`config.mk`:
```
export PLATFORM = sky130hd
export DESIGN_NAME = handshake_rr_arbiter
export DESIGN_NICKNAME = d
export VERILOG_FILES = /design/src/rtl/handshake_rr_arbiter.sv
export SDC_FILE = /design/constraint.sdc
export NUM_CORES = 1
export LEC_CHECK = 0
export CORE_MARGIN = 1.5
export CORE_UTILIZATION = 35
export CTS_BUF_LIST = sky130_fd_sc_hd__clkbuf_4 sky130_fd_sc_hd__clkbuf_8
export DETAILED_ROUTE_END_ITERATION = 10
export HOLD_SLACK_MARGIN = 0.12
export PLACE_DENSITY_LB_ADDON = 0.08
export SETUP_SLACK_MARGIN = 0.4
export SYNTH_ARGS = -nofsm -noshare
export SYNTH_HDL_FRONTEND = slang
export SYNTH_SLANG_ARGS = --single-unit
export TNS_END_PERCENT = 50
```
`constraint.sdc`:
```
create_clock -name CLK -period 3.1 [get_ports CLK]
set_input_delay 0.62 -clock CLK [delete_from_list [all_inputs] [get_ports CLK]]
set_output_delay 0.62 -clock CLK [all_outputs]
set_load 0.005 [all_outputs]
```
`src/rtl/handshake_rr_arbiter.sv`:
```
// rtl/handshake_rr_arbiter.sv - three-way round-robin ready/valid arbiter with burst lock
// and a one-entry registered output stage.
module handshake_rr_arbiter #(
  parameter int WIDTH = 4,
  parameter int BURST = 2
) (
  input  logic             CLK,
  input  logic             ASYNCRESET,
  input  logic             handshake_arr_0_valid,
  output logic             handshake_arr_0_ready,
  input  logic [WIDTH-1:0] arr_data_0,
  input  logic             handshake_arr_1_valid,
  output logic             handshake_arr_1_ready,
  input  logic [WIDTH-1:0] arr_data_1,
  input  logic             handshake_arr_2_valid,
  output logic             handshake_arr_2_ready,
  input  logic [WIDTH-1:0] arr_data_2,
  output logic             handshake_valid,
  input  logic             handshake_ready,
  output logic [WIDTH-1:0] out_data,
  output logic [1:0]       out_grant
);

  localparam logic [3:0] BURST_C = 4'(BURST);

  logic             ov_q, ov_d;
  logic [WIDTH-1:0] data_q, data_d;
  logic [1:0]       grant_q, grant_d;
  logic [1:0]       ptr_q, ptr_d;
  logic [1:0]       last_q, last_d;
  logic [3:0]       cnt_q, cnt_d;

  logic [2:0]       valid;
  logic             load, lock, sel_ok, accept;
  logic [1:0]       sel, p1, p2;
  logic [WIDTH-1:0] sel_data;
  logic [2:0]       ready_vec;

  function automatic logic [1:0] inc3(input logic [1:0] x);
    return (x == 2'd2) ? 2'd0 : x + 2'd1;
  endfunction

  assign valid = {handshake_arr_2_valid, handshake_arr_1_valid, handshake_arr_0_valid};

  always_comb begin
    load   = !ov_q || handshake_ready;
    lock   = (cnt_q != 4'd0) && (cnt_q < BURST_C) && valid[last_q];
    p1     = inc3(ptr_q);
    p2     = inc3(p1);
    sel    = ptr_q;
    sel_ok = 1'b0;
    if (lock) begin
      sel    = last_q;
      sel_ok = 1'b1;
    end else if (valid[ptr_q]) begin
      sel    = ptr_q;
      sel_ok = 1'b1;
    end else if (valid[p1]) begin
      sel    = p1;
      sel_ok = 1'b1;
    end else if (valid[p2]) begin
      sel    = p2;
      sel_ok = 1'b1;
    end
    accept = sel_ok && load;
  end

  always_comb begin
    case (sel)
      2'd0:    sel_data = arr_data_0;
      2'd1:    sel_data = arr_data_1;
      default: sel_data = arr_data_2;
    endcase
  end

  // Readies are masked by reset so no requester sees a handshake while the stage is cleared.
  always_comb begin
    ready_vec = 3'b000;
    if (accept && !ASYNCRESET) begin
      ready_vec = 3'b001 << sel;
    end
  end

  assign handshake_arr_0_ready = ready_vec[0];
  assign handshake_arr_1_ready = ready_vec[1];
  assign handshake_arr_2_ready = ready_vec[2];

  always_comb begin
    ov_d    = ov_q;
    data_d  = data_q;
    grant_d = grant_q;
    ptr_d   = ptr_q;
    last_d  = last_q;
    cnt_d   = cnt_q;
    if (accept) begin
      ov_d    = 1'b1;
      data_d  = sel_data;
      grant_d = sel;
      last_d  = sel;
      ptr_d   = inc3(sel);
      if (sel == last_q) begin
        cnt_d = (cnt_q >= BURST_C) ? BURST_C : cnt_q + 4'd1;
      end else begin
        cnt_d = 4'd1;
      end
    end else if (handshake_ready) begin
      ov_d = 1'b0;
    end
  end

  always_ff @(posedge CLK or posedge ASYNCRESET) begin
    if (ASYNCRESET) begin
      ov_q    <= 1'b0;
      data_q  <= '0;
      grant_q <= 2'd0;
      ptr_q   <= 2'd0;
      last_q  <= 2'd0;
      cnt_q   <= 4'd0;
    end else begin
      ov_q    <= ov_d;
      data_q  <= data_d;
      grant_q <= grant_d;
      ptr_q   <= ptr_d;
      last_q  <= last_d;
      cnt_q   <= cnt_d;
    end
  end

  assign handshake_valid = ov_q;
  assign out_data        = data_q;
  assign out_grant       = grant_q;

endmodule
```
==> impl_metrics.env, run 1 <==
export IMPL_outcome="finished, final reports clean"
export IMPL_die_h_um=54.8
export IMPL_synthesis_nets=119
export IMPL_grt_overflow_total=0
export IMPL_first_pass_iters=4
export IMPL_grt_usage=0.170
export IMPL_numClockSinks=13
export IMPL_drt_iter0_markers=17
export IMPL_antenna_cells=0
export IMPL_report_final_slew_viol_count=0
export IMPL_die_w_um=54.8
export IMPL_async_reset_ff_frac=1.00
export IMPL_tns_ns=0
export IMPL_syn_inst=98
export IMPL_grt_pass1_wl_um=3520
export IMPL_cp_required_ns=2.48
export IMPL_cts_tree="built"
export IMPL_cts_root_buf="clkbuf_4"
export IMPL_hold_viol=0
export IMPL_h_tree_depth=1
export IMPL_layout_area_overhead_vs_synth_pct=52.2
export IMPL_antenna_found_initial=0
export IMPL_grt_max_degree=19
export IMPL_detail_route_wl_per_cell_um=13.3
export IMPL_period_needed_ns=2.73
export IMPL_path_clk_slew_ns=0.09
export IMPL_finalClockSkew_ns=0.00291
export IMPL_fill_cells=243
export IMPL_hpwl_um=1800
export IMPL_synth_ff_type="dfrtp_1"
export IMPL_post_route_worst_setup_slack_ns=0.366
export IMPL_crit_type="flop to output port"
export IMPL_cp_data_arrival_time_ns=2.11
export IMPL_p_clk_frac=0.087
export IMPL_fin_util=0.572
export IMPL_coreArea_um2=2500
export IMPL_rrSetupSlack_ns=0.76
export IMPL_fmax_mhz=366
export IMPL_drcViolationCount=0
export IMPL_drv_cap=0
export IMPL_fin_nets=168
export IMPL_start_util=0.376
export IMPL_syn_area_um2=940
export IMPL_ys_seq_area_frac=0.346
export IMPL_cp_start_kind="flop"
export IMPL_dp_slack_ns=-0.428
export IMPL_period_share=0.882
export IMPL_insertion_delay_ns=0.28
export IMPL_synth_area_leaders="dfrtp_1, nand2_1, a211oi_2, o31ai_2, ha_1"
export IMPL_avgSynthCellArea_um2=9.59
export IMPL_ys_seq_elements=13
export IMPL_ant_nets=0
export IMPL_synth_edf_count=0
export IMPL_reg2reg_depth=9
export IMPL_crit_path_end_kind="output port"
export IMPL_drive_gt1_frac=0.370
export IMPL_grt_pass1_vias=806
export IMPL_portBuffers=27
export IMPL_leakage_nw=0.634
export IMPL_switchingPower_w=0.000547
export IMPL_cp_max_fo=3
export IMPL_switching_share=0.403
export IMPL_yosysTopAreaCell="dfrtp_1"
export IMPL_vias=883
export IMPL_die_area_um2=3000
export IMPL_p_int_w=0.000812
export IMPL_whs_path_depth=2
export IMPL_power_share_combinational=0.695
export IMPL_register_area_um2=325
export IMPL_ir_drop_uv=523
export IMPL_vias_per_cell=5.02
export IMPL_synth_cell_types=38
export IMPL_hp_class="flop to flop"
export IMPL_power_frac_seq=0.218
export IMPL_yosysWarnings=0
export IMPL_clockBufferDepth=2
export IMPL_wirelength_um=2340
export IMPL_io_pins=28
export IMPL_final_setup_viol_count=0
export IMPL_rsz0062_at_grt="yes"
export IMPL_rows=18
export IMPL_slew_headroom=0.644
export IMPL_multiInputGateArea_um2=591
export IMPL_gp_congestion=0.736
export IMPL_cts_buffers_inserted=3
export IMPL_powerDensity_nw_per_um2=950
export IMPL_tightest_slew_ns=0.533
export IMPL_synth_top_cell_area_share=0.346
metrics by stage:
step	cell area, µm²	total power, W	hold WS [ns]	instances
CTS	1400	0.00133	0.495	174
detailed placement	1340	0.00115	0.477	168
global route	1430	0.00147	0.515	176
floorplan	943	0.000838	0.444	98
global placement	1340	0.00114	0.470	168
finish	1430	0.00136	0.488	176
final cells by class:
class                      count  area share
clock buffer                   4      0.0210
inverter                       8      0.0210
multi-input combinational     73       0.413
sequential                    13       0.227
tap                           30      0.0262
timing repair buffer          48       0.291
layer usage:
layer	global-route usage	share of wire
met1	0.222	0.46
met2	0.270	0.49
met3	0.0383	0.048
met4	0.0625	0.0051
met5	0	0
critical path, cell delays in order (launching register included):
cell,delay (ns)
dfrtp_1,0.39
or3_4,0.41
a211oi_4,0.25
and2_4,0.21
mux2i_4,0.27
nand2_2,0.09
nor3_2,0.09
buf_2,0.13
repair_timing:
item | 4_1_cts | 5_1_grt
resized for setup | 23 | 6
hold buffers | 0 | 0
buffers inserted | 2 | 2
pin swaps | 8 | 6
endpoints found under the setup margin | 3 | 3
registers in the layout, summed over array words and instances (netlist names):
| register | flops |
|---|---|
| cnt_q | 4 |
| out_data | 4 |
| ptr_q | 2 |
| last_q | 2 |
| handshake_valid | 1 |
power by group through the flow:
stage | Sequential, W | Clock [W] | Combinational (W)
2_1_floorplan | 0.000302 | 0 | 0.000536
3_3_place_gp | 0.000300 | 0 | 0.000835
3_5_place_dp | 0.000303 | 0 | 0.000850
4_1_cts | 0.000297 | 0.000124 | 0.000909
5_1_grt | 0.000305 | 0.000131 | 0.00103
6_report | 0.000296 | 0.000118 | 0.000944
placed cells by master, fill, tap and decap left out, drive strengths merged, types with 3 or more instances in the layout:
| cell type | synthesis | layout |
|---|---|---|
| buf | 4 | 24 |
| clkdlybuf4s50 | 0 | 21 |
| nand2 | 14 | 14 |
| dfrtp | 13 | 13 |
| inv | 8 | 8 |
| nor2 | 8 | 8 |
| a211oi | 5 | 5 |
| o31ai | 5 | 5 |
| clkbuf | 0 | 5 |
| a21boi | 4 | 4 |
| o21ai | 4 | 4 |
| nor3 | 3 | 3 |
| ha | 3 | 3 |
| and2 | 3 | 3 |
| a21oi | 3 | 3 |
final timing paths:
kind,from,to
max,cnt_q[2],handshake_arr_0_ready
min,out_data[0],out_data[0]
max reg2reg,cnt_q[2],cnt_q[2]
min reg2reg,out_data[0],out_data[0]
max in group asynchronous,ASYNCRESET,last_q[1]
min in group asynchronous,ASYNCRESET,out_data[0]
logic make-up after synthesis:
| group | after synthesis | share of synthesized area |
|---|---|---|
| compound gates | 30 | 0.309 |
| xor+xnor | 1 | 0.00932 |
| fa+ha+maj | 3 | 0.0400 |
| buf+inv | 12 | 0.0706 |
| flops | 13 | 0.346 |
| mux | 2 | 0.0266 |
| simple gates | 37 | 0.198 |
Yosys cell counts, types with 2 or more instances:
| cell | number |
|---|---|
| nand2b_1 | 2 |
| nor2_1 | 8 |
| a211o_1 | 2 |
| nand2_1 | 14 |
| nor3_1 | 3 |
| o31ai_2 | 4 |
| nand3_1 | 2 |
| a211oi_2 | 4 |
| a21oi_1 | 3 |
| and2_1 | 2 |
| inv_1 | 8 |
| o21ai_0 | 2 |
| dfrtp_1 | 13 |
| ha_1 | 3 |
| buf_2 | 2 |
| a21boi_0 | 4 |
Note: power is estimated with default switching activity, not from simulation.
==> run 2: changes to the inputs <==
==> constraint.sdc (replaced) <==
create_clock -name CLK -period 2.4 [get_ports CLK]
set_input_delay 0.48 -clock CLK [delete_from_list [all_inputs] [get_ports CLK]]
set_output_delay 0.48 -clock CLK [all_outputs]
set_load 0.005 [all_outputs]
==> impl_metrics.env, run 2 (same netlist as run 1, synthesis figures left out) <==
export IMPL_outcome="finished, violations left"
export IMPL_violations="setup timing"
export IMPL_dp_slack_ns=-0.788
export IMPL_antenna_found_initial=0
export IMPL_layout_area_overhead_vs_synth_pct=71.2
export IMPL_grt_max_degree=14
export IMPL_grt_usage=0.195
export IMPL_numClockSinks=13
export IMPL_fin_nets=177
export IMPL_hold_start="cnt_q[2]"
export IMPL_instances_no_fill=185
export IMPL_coreArea_um2=2500
export IMPL_finalClockSkew_ns=0.000994
export IMPL_power_frac_seq=0.174
export IMPL_vias_per_cell=5.18
export IMPL_hold_viol=0
export IMPL_cts_buffers_inserted=3
export IMPL_cts_tree="built"
export IMPL_tightest_slew_ns=0.563
export IMPL_portBuffers=27
export IMPL_rsz0062_at_grt="yes"
export IMPL_drive_gt1_frac=0.419
export IMPL_crit_path_end_kind="output port"
export IMPL_first_pass_iters=4
export IMPL_antenna_cells=0
export IMPL_period_needed_ns=2.62
export IMPL_p_clk_frac=0.074
export IMPL_insertion_delay_ns=0.29
export IMPL_final_setup_viol_count=3
export IMPL_io_pins=28
export IMPL_cp_start_kind="flop"
export IMPL_ant_nets=0
export IMPL_drv_cap=0
export IMPL_power_share_combinational=0.751
export IMPL_die_area_um2=3000
export IMPL_rrSetupSlack_ns=0.16
export IMPL_hp_class="flop to flop"
export IMPL_report_final_slew_viol_count=0
export IMPL_h_tree_depth=1
export IMPL_cp_max_fo=3
export IMPL_slew_headroom=0.624
export IMPL_hpwl_um=1860
export IMPL_final_cell_mix="buf_4, clkdlybuf4s50_1, dfrtp_1"
export IMPL_drcViolationCount=0
export IMPL_mostFrequentLayoutCell="buf_4"
export IMPL_die_w_um=54.8
export IMPL_ir_drop_uv=709
export IMPL_powerDensity_nw_per_um2=1320
export IMPL_wirelength_um=2630
export IMPL_gp_congestion=0.702
export IMPL_fmax_mhz=382
export IMPL_drt_iter0_markers=3
export IMPL_vias=959
export IMPL_crit_type="flop to output port"
export IMPL_grt_pass1_wl_um=4020
export IMPL_die_h_um=54.8
export IMPL_post_route_worst_setup_slack_ns=-0.220
export IMPL_register_area_um2=325
export IMPL_dp_cells=171
export IMPL_cp_data_arrival_time_ns=2.14
export IMPL_rr_startpoint="cnt_q[2]"
export IMPL_switching_share=0.397
export IMPL_start_util=0.376
export IMPL_period_share=1.09
export IMPL_multiInputGateArea_um2=646
export IMPL_detail_route_wl_per_cell_um=14.2
export IMPL_cts_root_buf="clkbuf_4"
export IMPL_grt_overflow_total=0
export IMPL_grt_pass1_vias=879
export IMPL_crit_start="cnt_q[2]"
export IMPL_p_int_w=0.00128
export IMPL_leakage_nw=0.715
export IMPL_switchingPower_w=0.000840
export IMPL_rows=18
export IMPL_clockBufferDepth=2
export IMPL_cp_required_ns=1.92
export IMPL_path_clk_slew_ns=0.09
export IMPL_fill_cells=222
## run 2: layout make-up
type | instances | share of cell area
sequential | 13 | 0.202
inverter | 8 | 0.0187
timing repair buffer | 57 | 0.336
clock buffer | 4 | 0.0187
multi-input combinational | 73 | 0.401
tap | 30 | 0.0233
## run 2: stage by stage
| stage | power [W] | hold slack, ns | setup TNS, ns | cell area [µm²] | utilization |
|---|---|---|---|---|---|
| finish | 0.00212 | 0.488 | -0.586 | 1610 | 0.644 |
| global route | 0.00226 | 0.500 | -0.869 | 1610 | 0.644 |
| CTS | 0.00193 | 0.491 | -0.510 | 1520 | 0.609 |
| detailed placement | 0.00157 | 0.472 | -4.27 | 1380 | 0.554 |
| global placement | 0.00155 | 0.469 | -3.71 | 1380 | 0.554 |
| floorplan | 0.00111 | 0.357 | 0 | 968 | - |
## run 2: power groups by stage
| stage | clock network, W | registers (W) | logic (W) |
|---|---|---|---|
| 2_1_floorplan | 0 | 0.000392 | 0.000721 |
| 3_3_place_gp | 0 | 0.000370 | 0.00118 |
| 3_5_place_dp | 0 | 0.000374 | 0.00119 |
| 4_1_cts | 0.000166 | 0.000370 | 0.00140 |
| 5_1_grt | 0.000173 | 0.000380 | 0.00170 |
| 6_report | 0.000157 | 0.000369 | 0.00159 |
## run 2: layer usage
metal / global-route usage / vias up / wire length, µm
met5: 0 / - / 0
met4: 0.0875 / 0 / 31
met3: 0.0355 / 4 / 82
met2: 0.325 / 20 / 1330
met1: 0.243 / 473 / 1190
li1: - / 462 / -
## run 2: repair_timing
| action | in CTS | in global routing |
|---|---|---|
| resized for setup | 31 | 10 |
| gates cloned | 1 | 0 |
| endpoints found under the setup margin | 15 | 14 |
| buffers inserted | 4 | 5 |
| hold buffers | 0 | 0 |
| pin swaps | 10 | 6 |
## run 2: path summary, 6_finish.rpt
check / to / depth (start not counted)
hold reg to reg: cnt_q[2] / 2
hold / removal: cnt_q[2] / 2
max in group asynchronous: cnt_q[2] / 2
min in group asynchronous: ptr_q[1] / 2
setup / recovery: handshake_arr_1_ready / 9
setup reg to reg: out_data[3] / 11
## run 2: worst max-delay path, cell delays in order (launching register included)
cell      delay [ns]
dfrtp_1         0.38
or3_4           0.40
a211oi_4        0.21
buf_4           0.16
buf_6           0.09
nand3_2         0.07
and2_4          0.16
buf_6           0.11
nor3_4          0.13
buf_2           0.13
